### config.mk
export PLATFORM = sky130hd
export DESIGN_NAME = aes_job_sequencer
export DESIGN_NICKNAME = d
export VERILOG_FILES = /design/src/rtl/aes_job_sequencer.sv
export SDC_FILE = /design/constraint.sdc
export NUM_CORES = 1
export LEC_CHECK = 0
export ABC_AREA = 1
export CAP_MARGIN = 15
export CORE_AREA = 4 4 242 244
export CTS_CLUSTER_DIAMETER = 40
export CTS_CLUSTER_SIZE = 28
export DETAILED_ROUTE_END_ITERATION = 16
export DIE_AREA = 0 0 246 248
export PLACE_DENSITY = 0.77
export SLEW_MARGIN = 15
export SYNTH_ARGS = -nofsm -noshare
export SYNTH_HDL_FRONTEND = slang
export SYNTH_SLANG_ARGS = --single-unit
### constraint.sdc
create_clock -name clk_i -period 74.1 [get_ports clk_i]
set_input_delay 22.23 -clock clk_i [delete_from_list [all_inputs] [get_ports clk_i]]
set_output_delay 22.23 -clock clk_i [all_outputs]
set_load 0.005 [all_outputs]
### src/rtl/aes_job_sequencer.sv
// Drives the aes core register port to run one 128-bit block job per request.
// Optional build macro AES_SEQ_KEY_CACHE_EN skips key programming when the key is unchanged.
module aes_job_sequencer #(
  parameter int ADDR_WIDTH = 32,
  parameter int RD_LAT     = 1,
  parameter int TIMEOUT    = 1024
) (
  input  logic                  clk_i,
  input  logic                  rst_i,
  input  logic                  req_valid_i,
  output logic                  req_ready_o,
  input  logic [255:0]          req_key_i,
  input  logic                  req_keylen_i,
  input  logic                  req_encdec_i,
  input  logic [127:0]          req_block_i,
  output logic                  rsp_valid_o,
  input  logic                  rsp_ready_i,
  output logic [127:0]          rsp_block_o,
  output logic                  rsp_err_o,
  output logic                  busy_o,
  output logic                  aes_cs_o,
  output logic                  aes_we_o,
  output logic [ADDR_WIDTH-1:0] aes_addr_o,
  output logic [31:0]           aes_wdata_o,
  input  logic [31:0]           aes_rdata_i
);

  localparam logic [7:0] A_CTRL   = 8'h08;
  localparam logic [7:0] A_STATUS = 8'h09;
  localparam logic [7:0] A_CONFIG = 8'h0A;
  localparam logic [7:0] A_KEY    = 8'h10;
  localparam logic [7:0] A_BLOCK  = 8'h20;
  localparam logic [7:0] A_RESULT = 8'h30;
  localparam int         PW       = $clog2(TIMEOUT + 1);

  typedef enum logic [3:0] {
    S_IDLE, S_CFG, S_KEY, S_INIT, S_WAIT_KEY, S_BLK, S_NEXT, S_WAIT_RES, S_RES, S_DONE
  } state_t;

  state_t          state;
  logic [255:0]    key_q;
  logic            keylen_q;
  logic            encdec_q;
  logic [127:0]    block_q;
  logic [2:0]      idx;
  logic [1:0]      res_cnt;
  logic [PW-1:0]   poll_cnt;
  logic            rd_pend;
  logic [RD_LAT-1:0] rd_pipe;
  logic            rd_sample;
  logic            poll_hit;
  logic            key_hit;

  function automatic logic [ADDR_WIDTH-1:0] reg_addr(input logic [7:0] a);
    return ADDR_WIDTH'(a);
  endfunction

`ifdef AES_SEQ_KEY_CACHE_EN
  logic [255:0] cache_key;
  logic         cache_keylen;
  logic         key_loaded;

  // AES-128 only programs the upper half, so the lower half must not affect the match
  assign key_hit = key_loaded && (cache_keylen == keylen_q) &&
                   (cache_key[255:128] == key_q[255:128]) &&
                   (!keylen_q || (cache_key[127:0] == key_q[127:0]));
`else
  assign key_hit = 1'b0;
`endif

  // rd_pipe tracks each read strobe on the bus until its data is due on aes_rdata_i
  assign rd_sample = rd_pipe[RD_LAT-1];
  assign poll_hit  = (state == S_WAIT_KEY) ? aes_rdata_i[0] : aes_rdata_i[1];

  always_ff @(posedge clk_i) begin
    if (rst_i) begin
      state       <= S_IDLE;
      req_ready_o <= 1'b1;
      rsp_valid_o <= 1'b0;
      rsp_block_o <= '0;
      rsp_err_o   <= 1'b0;
      busy_o      <= 1'b0;
      aes_cs_o    <= 1'b0;
      aes_we_o    <= 1'b0;
      aes_addr_o  <= '0;
      aes_wdata_o <= '0;
      idx         <= '0;
      res_cnt     <= '0;
      poll_cnt    <= '0;
      rd_pend     <= 1'b0;
      rd_pipe     <= '0;
`ifdef AES_SEQ_KEY_CACHE_EN
      key_loaded  <= 1'b0;
`endif
    end else begin
      aes_cs_o <= 1'b0;
      aes_we_o <= 1'b0;
      rd_pipe  <= (rd_pipe << 1) | RD_LAT'(aes_cs_o & ~aes_we_o);
      case (state)
        S_IDLE: begin
          if (req_valid_i) begin
            key_q       <= req_key_i;
            keylen_q    <= req_keylen_i;
            encdec_q    <= req_encdec_i;
            block_q     <= req_block_i;
            req_ready_o <= 1'b0;
            busy_o      <= 1'b1;
            rsp_err_o   <= 1'b0;
            rsp_block_o <= '0;
            state       <= S_CFG;
          end
        end
        S_CFG: begin
          aes_cs_o    <= 1'b1;
          aes_we_o    <= 1'b1;
          aes_addr_o  <= reg_addr(A_CONFIG);
          aes_wdata_o <= {30'b0, keylen_q, encdec_q};
          idx         <= '0;
          state       <= key_hit ? S_BLK : S_KEY;
        end
        S_KEY: begin
          aes_cs_o    <= 1'b1;
          aes_we_o    <= 1'b1;
          aes_addr_o  <= reg_addr(A_KEY + {5'd0, idx});
          aes_wdata_o <= key_q[{3'd7 - idx, 5'd0} +: 32];
          if (idx == (keylen_q ? 3'd7 : 3'd3)) begin
            idx   <= '0;
            state <= S_INIT;
          end else begin
            idx <= idx + 3'd1;
          end
        end
        S_INIT, S_NEXT: begin
          aes_cs_o    <= 1'b1;
          aes_we_o    <= 1'b1;
          aes_addr_o  <= reg_addr(A_CTRL);
          aes_wdata_o <= (state == S_INIT) ? 32'h1 : 32'h2;
          poll_cnt    <= '0;
          rd_pend     <= 1'b0;
          state       <= (state == S_INIT) ? S_WAIT_KEY : S_WAIT_RES;
        end
        S_WAIT_KEY, S_WAIT_RES: begin
          if (!rd_pend) begin
            aes_cs_o   <= 1'b1;
            aes_addr_o <= reg_addr(A_STATUS);
            poll_cnt   <= poll_cnt + 1'b1;
            rd_pend    <= 1'b1;
          end else if (rd_sample) begin
            rd_pend <= 1'b0;
            if (poll_hit) begin
              idx     <= '0;
              res_cnt <= '0;
              state   <= (state == S_WAIT_KEY) ? S_BLK : S_RES;
`ifdef AES_SEQ_KEY_CACHE_EN
              if (state == S_WAIT_KEY) begin
                cache_key    <= key_q;
                cache_keylen <= keylen_q;
                key_loaded   <= 1'b1;
              end
`endif
            end else if (poll_cnt == PW'(TIMEOUT)) begin
              rsp_err_o   <= 1'b1;
              rsp_block_o <= '0;
              rsp_valid_o <= 1'b1;
              state       <= S_DONE;
`ifdef AES_SEQ_KEY_CACHE_EN
              key_loaded  <= 1'b0;
`endif
            end
          end
        end
        S_BLK: begin
          aes_cs_o    <= 1'b1;
          aes_we_o    <= 1'b1;
          aes_addr_o  <= reg_addr(A_BLOCK + {6'd0, idx[1:0]});
          aes_wdata_o <= block_q[{2'd3 - idx[1:0], 5'd0} +: 32];
          if (idx == 3'd3) begin
            idx   <= '0;
            state <= S_NEXT;
          end else begin
            idx <= idx + 3'd1;
          end
        end
        S_RES: begin
          if (!idx[2]) begin
            aes_cs_o   <= 1'b1;
            aes_addr_o <= reg_addr(A_RESULT + {6'd0, idx[1:0]});
            idx        <= idx + 3'd1;
          end
          // Reads return in issue order, so shifting in leaves RESULT0 in the top word
          if (rd_sample) begin
            rsp_block_o <= {rsp_block_o[95:0], aes_rdata_i};
            res_cnt     <= res_cnt + 2'd1;
            if (res_cnt == 2'd3) begin
              rsp_valid_o <= 1'b1;
              state       <= S_DONE;
            end
          end
        end
        S_DONE: begin
          if (rsp_ready_i) begin
            rsp_valid_o <= 1'b0;
            req_ready_o <= 1'b1;
            busy_o      <= 1'b0;
            state       <= S_IDLE;
          end
        end
        default: state <= S_IDLE;
      endcase
    end
  end

endmodule

==> results of run 1 <==
==> logic make-up (layout without fill, tap and decap cells) <==
| group | Yosys count | in the layout | share of synthesized area [%] |
|---|---|---|---|
| flops | 580 | 580 | 65.1 |
| compound gates | 332 | 332 | 7.48 |
| buf+inv | 335 | 932 | 6.20 |
| simple gates | 1231 | 1231 | 20.8 |
| other cells | 1 | 51 | 0.0158 |
| fa+ha+maj | 7 | 7 | 0.369 |
==> metrics by stage <==
step	area [µm²]	total power, mW
4_1_cts	33000	1.25
5_1_grt	33100	1.32
3_5_place_dp	30100	0.841
2_1_floorplan	23800	0.703
6_report	33100	1.25
3_3_place_gp	30100	0.832
==> cell usage after synthesis, types with 4 or more instances <==
cell,instances,area share [%]
edfxtp_1,386,49
o211ai_1,6,0.19
buf_2,20,0.42
a21oi_1,50,1.1
dfxtp_1,194,16
clkbuf_1,97,1.5
o22ai_1,56,1.5
buf_4,35,1.1
buf_6,8,0.38
nand2_2,4,0.11
inv_2,7,0.11
a31oi_1,23,0.61
nand2_1,493,7.8
nor2_1,553,8.7
ha_1,7,0.37
nand4_1,9,0.24
nand3_1,154,3.2
buf_1,10,0.16
inv_1,157,2.5
o21ai_0,196,4.1
==> worst paths after layout <==
kind,endpoint,slack [ns],start,cells after the start
worst max-delay path,key_q[38]$_DFFE_PP_,48.61,req_valid_i,6
worst min-delay path,rd_pipe$_SDFF_PP0_,0.40,aes_we_o$_SDFF_PP0_,1
worst max register to register,key_q[38]$_DFFE_PP_,69.82,state[3]$_SDFFE_PP0P_,6
worst min register to register,rd_pipe$_SDFF_PP0_,0.40,aes_we_o$_SDFF_PP0_,1
==> state kept, by name (all words and copies together), names as in the netlist <==
| signal | count |
|---|---|
| res_cnt | 2 |
| rd_pend | 1 |
| rsp_err_o | 1 |
| block_q | 128 |
| key_q | 256 |
| aes_addr_o | 6 |
| encdec_q | 1 |
| aes_cs_o | 1 |
| aes_wdata_o | 32 |
| rsp_valid_o | 1 |
| state | 4 |
| poll_cnt | 11 |
| keylen_q | 1 |
| aes_we_o | 1 |
| req_ready_o | 1 |
| rd_pipe | 1 |
| busy_o | 1 |
| idx | 3 |
| rsp_block_o | 128 |
==> routing by layer <==
metal	vias to the layer above	global-route usage, %	share of wire (%)
met5	-	0	0.035
met4	4	11.3	3.6
met3	153	6.45	9.1
li1	9364	-	-
met1	9274	29.8	38
met2	978	40.6	49
==> worst register-to-register path, stage by stage (launching register included) <==
cell     delay [ns]
dfxtp_1        0.36
nor2_1         0.41
nand3_1        0.28
nor2_4         0.13
buf_4          0.76
buf_4          0.94
buf_4          1.02
==> layout make-up <==
type / count / area, µm²
Fill cell: 4643 / 23200
Inverter: 165 / 629
Clock inverter: 58 / 752
Tap cell: 756 / 946
Clock buffer: 98 / 2220
Timing Repair Buffer: 611 / 6070
Sequential cell: 580 / 15500
Antenna cell: 25 / 62.6
Multi-Input combinational cell: 1596 / 6940
==> where the power goes <==
part / switching (mW) / internal, mW / total, mW
logic: 0.253 / 0.148 / 0.401
registers: 0.0274 / 0.409 / 0.437
clock network: 0.164 / 0.248 / 0.412
total: 0.444 / 0.805 / 1.25
==> run summary, run 1 <==
crit start category -> input port
most common cell type on the critical path -> buf_4
setup-violating endpoint count in the final report -> 0
number of synthesized flops with an enable pin -> 386
Gate Count Post-Synth -> 2,486
vias in the first global route -> 18.4k
pin count of the biggest net entering global routing -> 101
number of warning messages in the yosys log -> 0
CTS H-tree depth -> 3
slew margin rel. -> 25.3%
CP required -> 74.35 ns
Antenna Violating Nets Remaining -> 0
worst min path class -> reg2reg
Layout Skew -> 0.0329 ns
critical path capture point type -> register
CTS Buffer Depth -> 3
Port Buffers -> 593
count of boundary I/O pins -> 620
First DRT Iteration DRCs -> 1,821
post-synthesis instance area -> 23,800 µm²
Final Util -> 58.8%
crit path setup slack, layout -> 48.61 ns
CP Max Fanout -> 83
cell chosen for the clock root -> clkbuf_16
DIE WIDTH -> 246 µm
worst hold margin -> 0.402 ns
Fmax achieved -> 0.0392 GHz
share of post-route cells with drive strength above 1 -> 6.37%
number of hold violations in the final report -> 0
die height -> 248 µm
remaining global-route overflow -> 0
total via count after detailed routing -> 19.8k
status -> completed
post-CTS setup buffer count -> 0
antenna violations before repair -> 24
via density per instance -> 5.08
Static Leakage -> 12.6 nW
type of the worst setup path -> in2reg
number of cells in the design after placement -> 3,708
unrepaired setup endpoints after global routing -> no
Layout Nets -> 3,467
commonest cells after routing, fill and taps aside -> 592 x clkdlybuf4s50_1, 550 x nor2_1, 493 x nand2_1
row count -> 87
maximum cell stage delay along the critical path -> 0.93 ns
global-route wire length before repair -> 112,000 µm
total half-perimeter wirelength after legalization and detailed placement -> 53,100 µm
WL/cell -> 20.1 µm
Place WS -> 48.00 ns
distinct cell type count after synthesis -> 34
Main synth FF type -> edfxtp_1
Hold-fix buffers, CTS -> 0
CTS tree -> done
list of cells traversed by the critical path -> clkdlybuf4s50_1, nand3_1, nor2_4, buf_4, buf_4, buf_4
detailed-route DRC error count -> 0
TritonRoute pass-1 iters -> 5
Tightest Pin Transition -> 1.12 ns
part of the cycle the worst path needs -> 34.4%
synthesis-to-finish area growth -> 39.4%
core area -> 56,300 µm²
worst-case vdd ir drop -> 0.0287 mV
later-pin clock latency in the skew report -> 0.63 ns
mean post-synth cell area -> 9.56 µm²
Clk pin slew, worst setup/hold paths -> 0.06 ns
number of instances resized during post-cts repair -> 0
final non-filler cell total -> 3,889
power density relative to cell area -> 37.7 nW/µm²
die area -> 61,000 µm²
async set-reset flop share out of synthesis -> 0%
global routing usage summed across all routing layers -> 24.3%
Critical-path top delay cell -> buf_4
final number of max-transition violations -> 0
count of buffer and inverter cells on the critical path -> 4
total CTS buffers -> 84
Setup TNS Final -> 0 ns
Routability Congestion -> 0.884
cell family with the largest share of critical-path delay -> buffers and inverters
WP data arrival -> 25.74 ns
starting utilization of the core area -> 42.2%
shortest period the worst path allows -> 25.49 ns
sequential element share of the synthesized area -> 65.1%
WL final -> 78,200 µm
maximum capacitance violations -> 0
flops & latches, synth -> 580
clock sink count -> 580
commonest non-fill, non-tap cell in the layout -> clkdlybuf4s50_1
No activity file was read; power rests on OpenSTA's default activity.
==> run 2, diff against run 1 <==
==> constraint.sdc (replaced) <==
create_clock -name clk_i -period 26.3 [get_ports clk_i]
set_input_delay 7.89 -clock clk_i [delete_from_list [all_inputs] [get_ports clk_i]]
set_output_delay 7.89 -clock clk_i [all_outputs]
set_load 0.005 [all_outputs]
==> run 2 against run 1 <==
  * Register-to-register slack got worse by 48 ns
  * Die area did not move
  * Hold slack improved by 0.011 ns
  * Critical path type unchanged
==> run summary, run 2 (synthesis results as in run 1) <==
power density relative to cell area -> 107 nW/µm² (+180%)
WP data arrival -> 11.40 ns (-14.34 ns)
shortest period the worst path allows -> 11.16 ns
unrepaired setup endpoints after global routing -> no
final number of max-transition violations -> 0 (unchanged)
later-pin clock latency in the skew report -> 0.65 ns (+0.02 ns)
setup-violating endpoint count in the final report -> 0 (unchanged)
Tightest Pin Transition -> 1.16 ns (+0.0374 ns)
worst reg2reg endpoint -> key_q[230]$_DFFE_PP_
path depth of the worst reg2reg path -> 6 (unchanged)
share of post-route cells with drive strength above 1 -> 6.37% (about the same)
cell chosen for the clock root -> clkbuf_16
WL final -> 78,100 µm (-0.10%)
area of the multi-input gates -> 6940 µm² (unchanged)
critical path capture point type -> register
part of the cycle the worst path needs -> 42.4%
worst min path class -> reg2reg
number of instances resized during post-cts repair -> 0 (unchanged)
global-route wire length before repair -> 113,000 µm (+1.0%)
post-CTS setup buffer count -> 0 (unchanged)
Static Leakage -> 12.6 nW (about the same)
count of boundary I/O pins -> 620 (unchanged)
slew margin rel. -> 22.8% (-2.5 points)
TritonRoute pass-1 iters -> 5 (unchanged)
Clk pin slew, worst setup/hold paths -> 0.05 ns (about the same)
DIE WIDTH -> 246 µm (unchanged)
most common cell type on the critical path -> buf_4
CTS H-tree depth -> 3 (unchanged)
commonest cells after routing, fill and taps aside -> 592 x clkdlybuf4s50_1, 550 x nor2_1, 493 x nand2_1
reg2reg setup slack -> 22.07 ns (-47.75 ns)
Final Util -> 58.9% (about the same)
Layout Nets -> 3,466 (-0.029%)
Min-Delay Path Depth -> 1 (unchanged)
Largest Register -> key_q
maximum cell stage delay along the critical path -> 0.90 ns (-0.03 ns)
Setup TNS Final -> 0 ns (unchanged)
row count -> 87 (unchanged)
Port Buffers -> 593 (unchanged)
worst-case vdd ir drop -> 0.0733 mV (+160%)
Antenna Violating Nets Remaining -> 0 (unchanged)
GR peak layer -> met2
worst flop-to-flop path startpoint -> state[3]$_SDFFE_PP0P_
CTS tree -> done
GR met1 Demand/Resource -> 29.4% (-0.35 points)
Fmax achieved -> 0.0896 GHz
via density per instance -> 5.08 (about the same)
worst hold path startpoint -> aes_we_o$_SDFF_PP0_
biggest regs -> key_q: 256 flops, block_q: 128 flops, rsp_block_o: 128 flops
list of cells traversed by the critical path -> clkdlybuf4s50_1, nand3_1, nor2_4, buf_4, buf_4, buf_4
crit start category -> input port
clock sink count -> 580 (unchanged)
met3 capacity usage during global routing -> 5.99% (-0.46 points)
total via count after detailed routing -> 19.8k (-0.12%)
starting utilization of the core area -> 42.2% (unchanged)
total CTS buffers -> 84 (unchanged)
grt met2 use -> 41.6% (+1.0 points)
total half-perimeter wirelength after legalization and detailed placement -> 53,300 µm (+0.45%)
CTS Buffer Depth -> 3 (unchanged)
Critical-path top delay cell -> buf_4
remaining global-route overflow -> 0 (unchanged)
pin count of the biggest net entering global routing -> 103 (+2.0%)
number of hold violations in the final report -> 0 (unchanged)
CP required -> 26.54 ns (-47.81 ns)
Hold-fix buffers, CTS -> 0 (unchanged)
antenna violations before repair -> 23 (-4.2%)
detailed-route DRC error count -> 0 (unchanged)
Largest register FFs -> 256 (unchanged)
Seq. cell area -> 15,500 µm² (unchanged)
global routing usage summed across all routing layers -> 24.4% (+0.083 points)
die height -> 248 µm (unchanged)
core area -> 56,300 µm² (unchanged)
maximum capacitance violations -> 0 (unchanged)
WL/cell -> 20.1 µm (about the same)
CP Max Fanout -> 81 (-2.4%)
die area -> 61,000 µm² (unchanged)
type of the worst setup path -> in2reg
Layout Skew -> 0.0469 ns (+0.0140 ns)
Routability Congestion -> 0.881 (-0.38%)
commonest non-fill, non-tap cell in the layout -> clkdlybuf4s50_1
vias in the first global route -> 18.9k (+2.8%)
status -> completed
FILL cells -> 4,591 (-1.1%)
First DRT Iteration DRCs -> 1,759 (-3.4%)
synthesis-to-finish area growth -> 39.5% (about the same)
Worst Hold Path EP -> rd_pipe$_SDFF_PP0_
## run 2: layout make-up
class | instances | area share, %
antenna | 21 | 0.159
clock buffer | 95 | 6.67
clock inverter | 63 | 2.44
inverter | 165 | 1.90
multi-input combinational | 1596 | 21.0
sequential | 580 | 46.7
tap | 756 | 2.86
timing repair buffer | 610 | 18.3
## run 2: report_power, final
group          switching (mW)  internal, mW  total, mW
registers              0.0778          1.15       1.23
logic                   0.711         0.416       1.13
clock network           0.476         0.695       1.17
## run 2: how the worst max path moves through the flow
stage / from / to / slack (ns) / cells after the start
floorplan: rst_i / block_q[0]$_DFFE_PP_ / 0.89 / 3
global placement: req_valid_i / key_q[150]$_DFFE_PP_ / 14.61 / 6
detailed placement: req_valid_i / key_q[197]$_DFFE_PP_ / 14.56 / 6
CTS: req_valid_i / key_q[116]$_DFFE_PP_ / 15.22 / 6
global route: req_valid_i / key_q[230]$_DFFE_PP_ / 14.97 / 6
finish: req_valid_i / key_q[230]$_DFFE_PP_ / 15.14 / 6
## run 2: worst max-delay path: cells and delay by family
kind | cells | cell delay [ns]
buffers and inverters | 4 | 2.97
AND/OR/NAND/NOR | 2 | 0.31
## run 2: per-stage QoR
step	instances	setup WS (ns)	hold WS [ns]	cell area, µm²	total power [mW]
2_1_floorplan	2511	0.894	0.413	23800	1.98
3_3_place_gp	3707	14.61	0.398	30100	2.34
3_5_place_dp	3707	14.56	0.413	30100	2.37
4_1_cts	3865	15.22	0.419	33100	3.55
5_1_grt	3883	14.97	0.438	33100	3.73
6_report	3886	15.14	0.414	33100	3.53
## run 2: metal layers
metal / share of wire (%) / up-vias
met5: 0.010 / -
met1: 37 / 9204
met2: 49 / 1027
met4: 4.1 / 2
li1: - / 9333
met3: 9.6 / 184
==> run 3, diff against run 2 <==
--- a/config.mk
+++ b/config.mk
@@ -7,12 +7,12 @@
 export LEC_CHECK = 0
 export ABC_AREA = 1
 export CAP_MARGIN = 15
-export CORE_AREA = 4 4 242 244
+export CORE_MARGIN = 4
+export CORE_UTILIZATION = 44
 export CTS_CLUSTER_DIAMETER = 40
 export CTS_CLUSTER_SIZE = 28
 export DETAILED_ROUTE_END_ITERATION = 16
-export DIE_AREA = 0 0 246 248
-export PLACE_DENSITY = 0.77
+export PLACE_DENSITY = 0.82
 export SLEW_MARGIN = 15
 export SYNTH_ARGS = -nofsm -noshare
 export SYNTH_HDL_FRONTEND = slang
==> constraint.sdc (replaced) <==
create_clock -name clk_i -period 9.9 [get_ports clk_i]
set_input_delay 2.97 -clock clk_i [delete_from_list [all_inputs] [get_ports clk_i]]
set_output_delay 2.97 -clock clk_i [all_outputs]
set_load 0.005 [all_outputs]
==> run 3 against run 2 <==
  * Final cell count fell by 1.7%
  * Clock skew down 0.0090 ns
  * Combinational power increased to 2.6 times the previous value
  * Clock power grew to 2.6 times the previous value
  * Largest power group unchanged
  * Sequential power rose to 2.7 times the previous value
  * Hold slack improved by 0.0098 ns
  * Via count rose by 2.7%
  * Critical path type unchanged
  * Register-to-register slack got worse by 16 ns
  * Setup slack got worse by 11 ns
  * Largest cell class unchanged
  * Die area down 5.3%
==> run summary, run 3 (synthesis results as in run 1) <==
cell chosen for the clock root -> clkbuf_16
First DRT Iteration DRCs -> 1,889 (+7.4%)
Layout Nets -> 3,466 (unchanged)
part of the cycle the worst path needs -> 55.9%
CP Max Fanout -> 106 (+31%)
Layout Skew -> 0.0379 ns (-0.00901 ns)
DIE WIDTH -> 240 µm (-2.3%)
Tightest Pin Transition -> 1.17 ns (+0.0112 ns)
Clk pin slew, worst setup/hold paths -> 0.06 ns (about the same)
CTS tree -> done
global routing usage summed across all routing layers -> 26.2% (+1.7 points)
setup-violating endpoint count in the final report -> 0 (unchanged)
synthesis-to-finish area growth -> 38.6%
Port Buffers -> 593 (unchanged)
total CTS buffers -> 86 (+2.4%)
Final Util -> 62.2% (+3.3 points)
shortest period the worst path allows -> 5.53 ns
critical path capture point type -> register
FILL cells -> 4,056 (-12%)
status -> completed
remaining global-route overflow -> 0 (unchanged)
Largest register FFs -> 256 (unchanged)
TritonRoute pass-1 iters -> 6 (+1)
biggest regs -> key_q: 256 flops, block_q: 128 flops, rsp_block_o: 128 flops
Setup TNS Final -> 0 ns (unchanged)
core area -> 53,000 µm² (-5.9%)
row count -> 84 (-3.4%)
maximum capacitance violations -> 0 (unchanged)
number of hold violations in the final report -> 0 (unchanged)
Antenna Violating Nets Remaining -> 0 (unchanged)
CP required -> 10.45 ns (-16.09 ns)
die area -> 57,800 µm² (-5.3%)
starting utilization of the core area -> 44.8% (+2.6 points)
type of the worst setup path -> in2reg
reg2reg setup slack -> 5.85 ns (-16.22 ns)
vias in the first global route -> 19.1k (+0.58%)
number of instances resized during post-cts repair -> 0 (unchanged)
crit start category -> input port
commonest non-fill, non-tap cell in the layout -> clkdlybuf4s50_1
CTS Buffer Depth -> 3 (unchanged)
Largest Register -> key_q
later-pin clock latency in the skew report -> 0.65 ns (about the same)
commonest cells after routing, fill and taps aside -> 592 x clkdlybuf4s50_1, 550 x nor2_1, 493 x nand2_1
CTS H-tree depth -> 3 (unchanged)
total half-perimeter wirelength after legalization and detailed placement -> 53,600 µm (+0.54%)
worst-case vdd ir drop -> 0.183 mV (+150%)
Hold-fix buffers, CTS -> 0 (unchanged)
WP data arrival -> 6.08 ns (-5.32 ns)
post-CTS setup buffer count -> 0 (unchanged)
Routability Congestion -> 0.904 (+2.6%)
maximum cell stage delay along the critical path -> 0.61 ns (-0.29 ns)
WL final -> 79,400 µm (+1.8%)
slew margin rel. -> 22.0% (-0.75 points)
most common cell type on the critical path -> nand2_1
WL/cell -> 20.8 µm (+3.6%)
share of post-route cells with drive strength above 1 -> 6.15% (-0.22 points)
Static Leakage -> 12.6 nW (-0.49%)
die height -> 240 µm (-3.1%)
count of boundary I/O pins -> 620 (unchanged)
clock sink count -> 580 (unchanged)
antenna violations before repair -> 28 (+22%)
count of buffer and inverter cells on the critical path -> 4 (unchanged)
global-route wire length before repair -> 114,000 µm (+0.91%)
cell family with the largest share of critical-path delay -> buffers and inverters
via density per instance -> 5.31 (+4.5%)
detailed-route DRC error count -> 0 (unchanged)
Critical-path top delay cell -> buf_4
unrepaired setup endpoints after global routing -> no
pin count of the biggest net entering global routing -> 199 (+93%)
power density relative to cell area -> 283 nW/µm² (+170%)
Fmax achieved -> 0.181 GHz
worst min path class -> reg2reg
final number of max-transition violations -> 0 (unchanged)
list of cells traversed by the critical path -> clkdlybuf4s50_1, inv_1, nand3_1, nand2_1, nor2_1, nor2_4, buf_4, nand3_4, buf_4, nand2_1, nand2_1, nor2_1
total via count after detailed routing -> 20.3k (+2.7%)
-- run 3: cell count changes in the layout (fill, tap and decap cells not counted), sizes merged --
cell and delta:
clkinv -8, clkbuf +13, buf -2, clkinvlp +3, bufinv -3, diode +1
inv -4
-- run 3: path summary, 6_finish.rpt --
kind / startpoint / end / cells past startpoint
max: aes_rdata_i[0] / rsp_block_o[96]$_SDFFE_PP0P_ / 12
min: aes_we_o$_SDFF_PP0_ / rd_pipe$_SDFF_PP0_ / 1
max reg2reg: state[3]$_SDFFE_PP0P_ / rsp_block_o[114]$_SDFFE_PP0P_ / 13
min reg2reg: aes_we_o$_SDFF_PP0_ / rd_pipe$_SDFF_PP0_ / 1
-- run 3: final cells by class --
cell class	instances	area [µm²]	share of cell area (%)
multi-input cells	1596	6940	21.1
well taps	688	861	2.61
diodes	22	55.1	0.167
inverters	165	627	1.90
clock buffers	108	2360	7.16
clock inverters	51	541	1.64
flip-flops and latches	580	15500	47.0
repair buffers	608	6070	18.4
-- run 3: through the flow --
stage                     cell area, µm²  hold WS (ns)  instances  worst slack, ns  total power, mW
final                              32900         0.424       3818             4.37             9.31
after global routing               32900         0.454       3815             4.17             9.82
after CTS                          32900         0.421       3796             4.47             9.32
after detailed placement           30000         0.409       3637             3.82             6.29
after global placement             30000         0.418       3637             3.97             6.20
after floorplan                    23900         0.413       2511            0.349             5.15
-- run 3: report_power, final --
group / switching [mW] / internal, mW / total [mW] / leakage [nW]
clock network: 1.20 / 1.81 / 3.02 / 1.39
registers: 0.240 / 3.07 / 3.30 / 5.13
logic: 1.89 / 1.11 / 2.99 / 6.05
-- run 3: routing by layer --
layer,vias to the layer above,track usage [%],wire length (µm)
met4,14,13.2,4200
met2,1220,44.3,38700
met1,9463,30.3,28000
met3,243,7.81,8520
met5,-,0,89
li1,9342,-,-
-- run 3: worst reg2reg max path, delay by kind of cell, from the launching register on --
kind	cells	cell delay (ns)
simple gates	9	1.35
buf+inv	4	2.11
flops	1	0.46
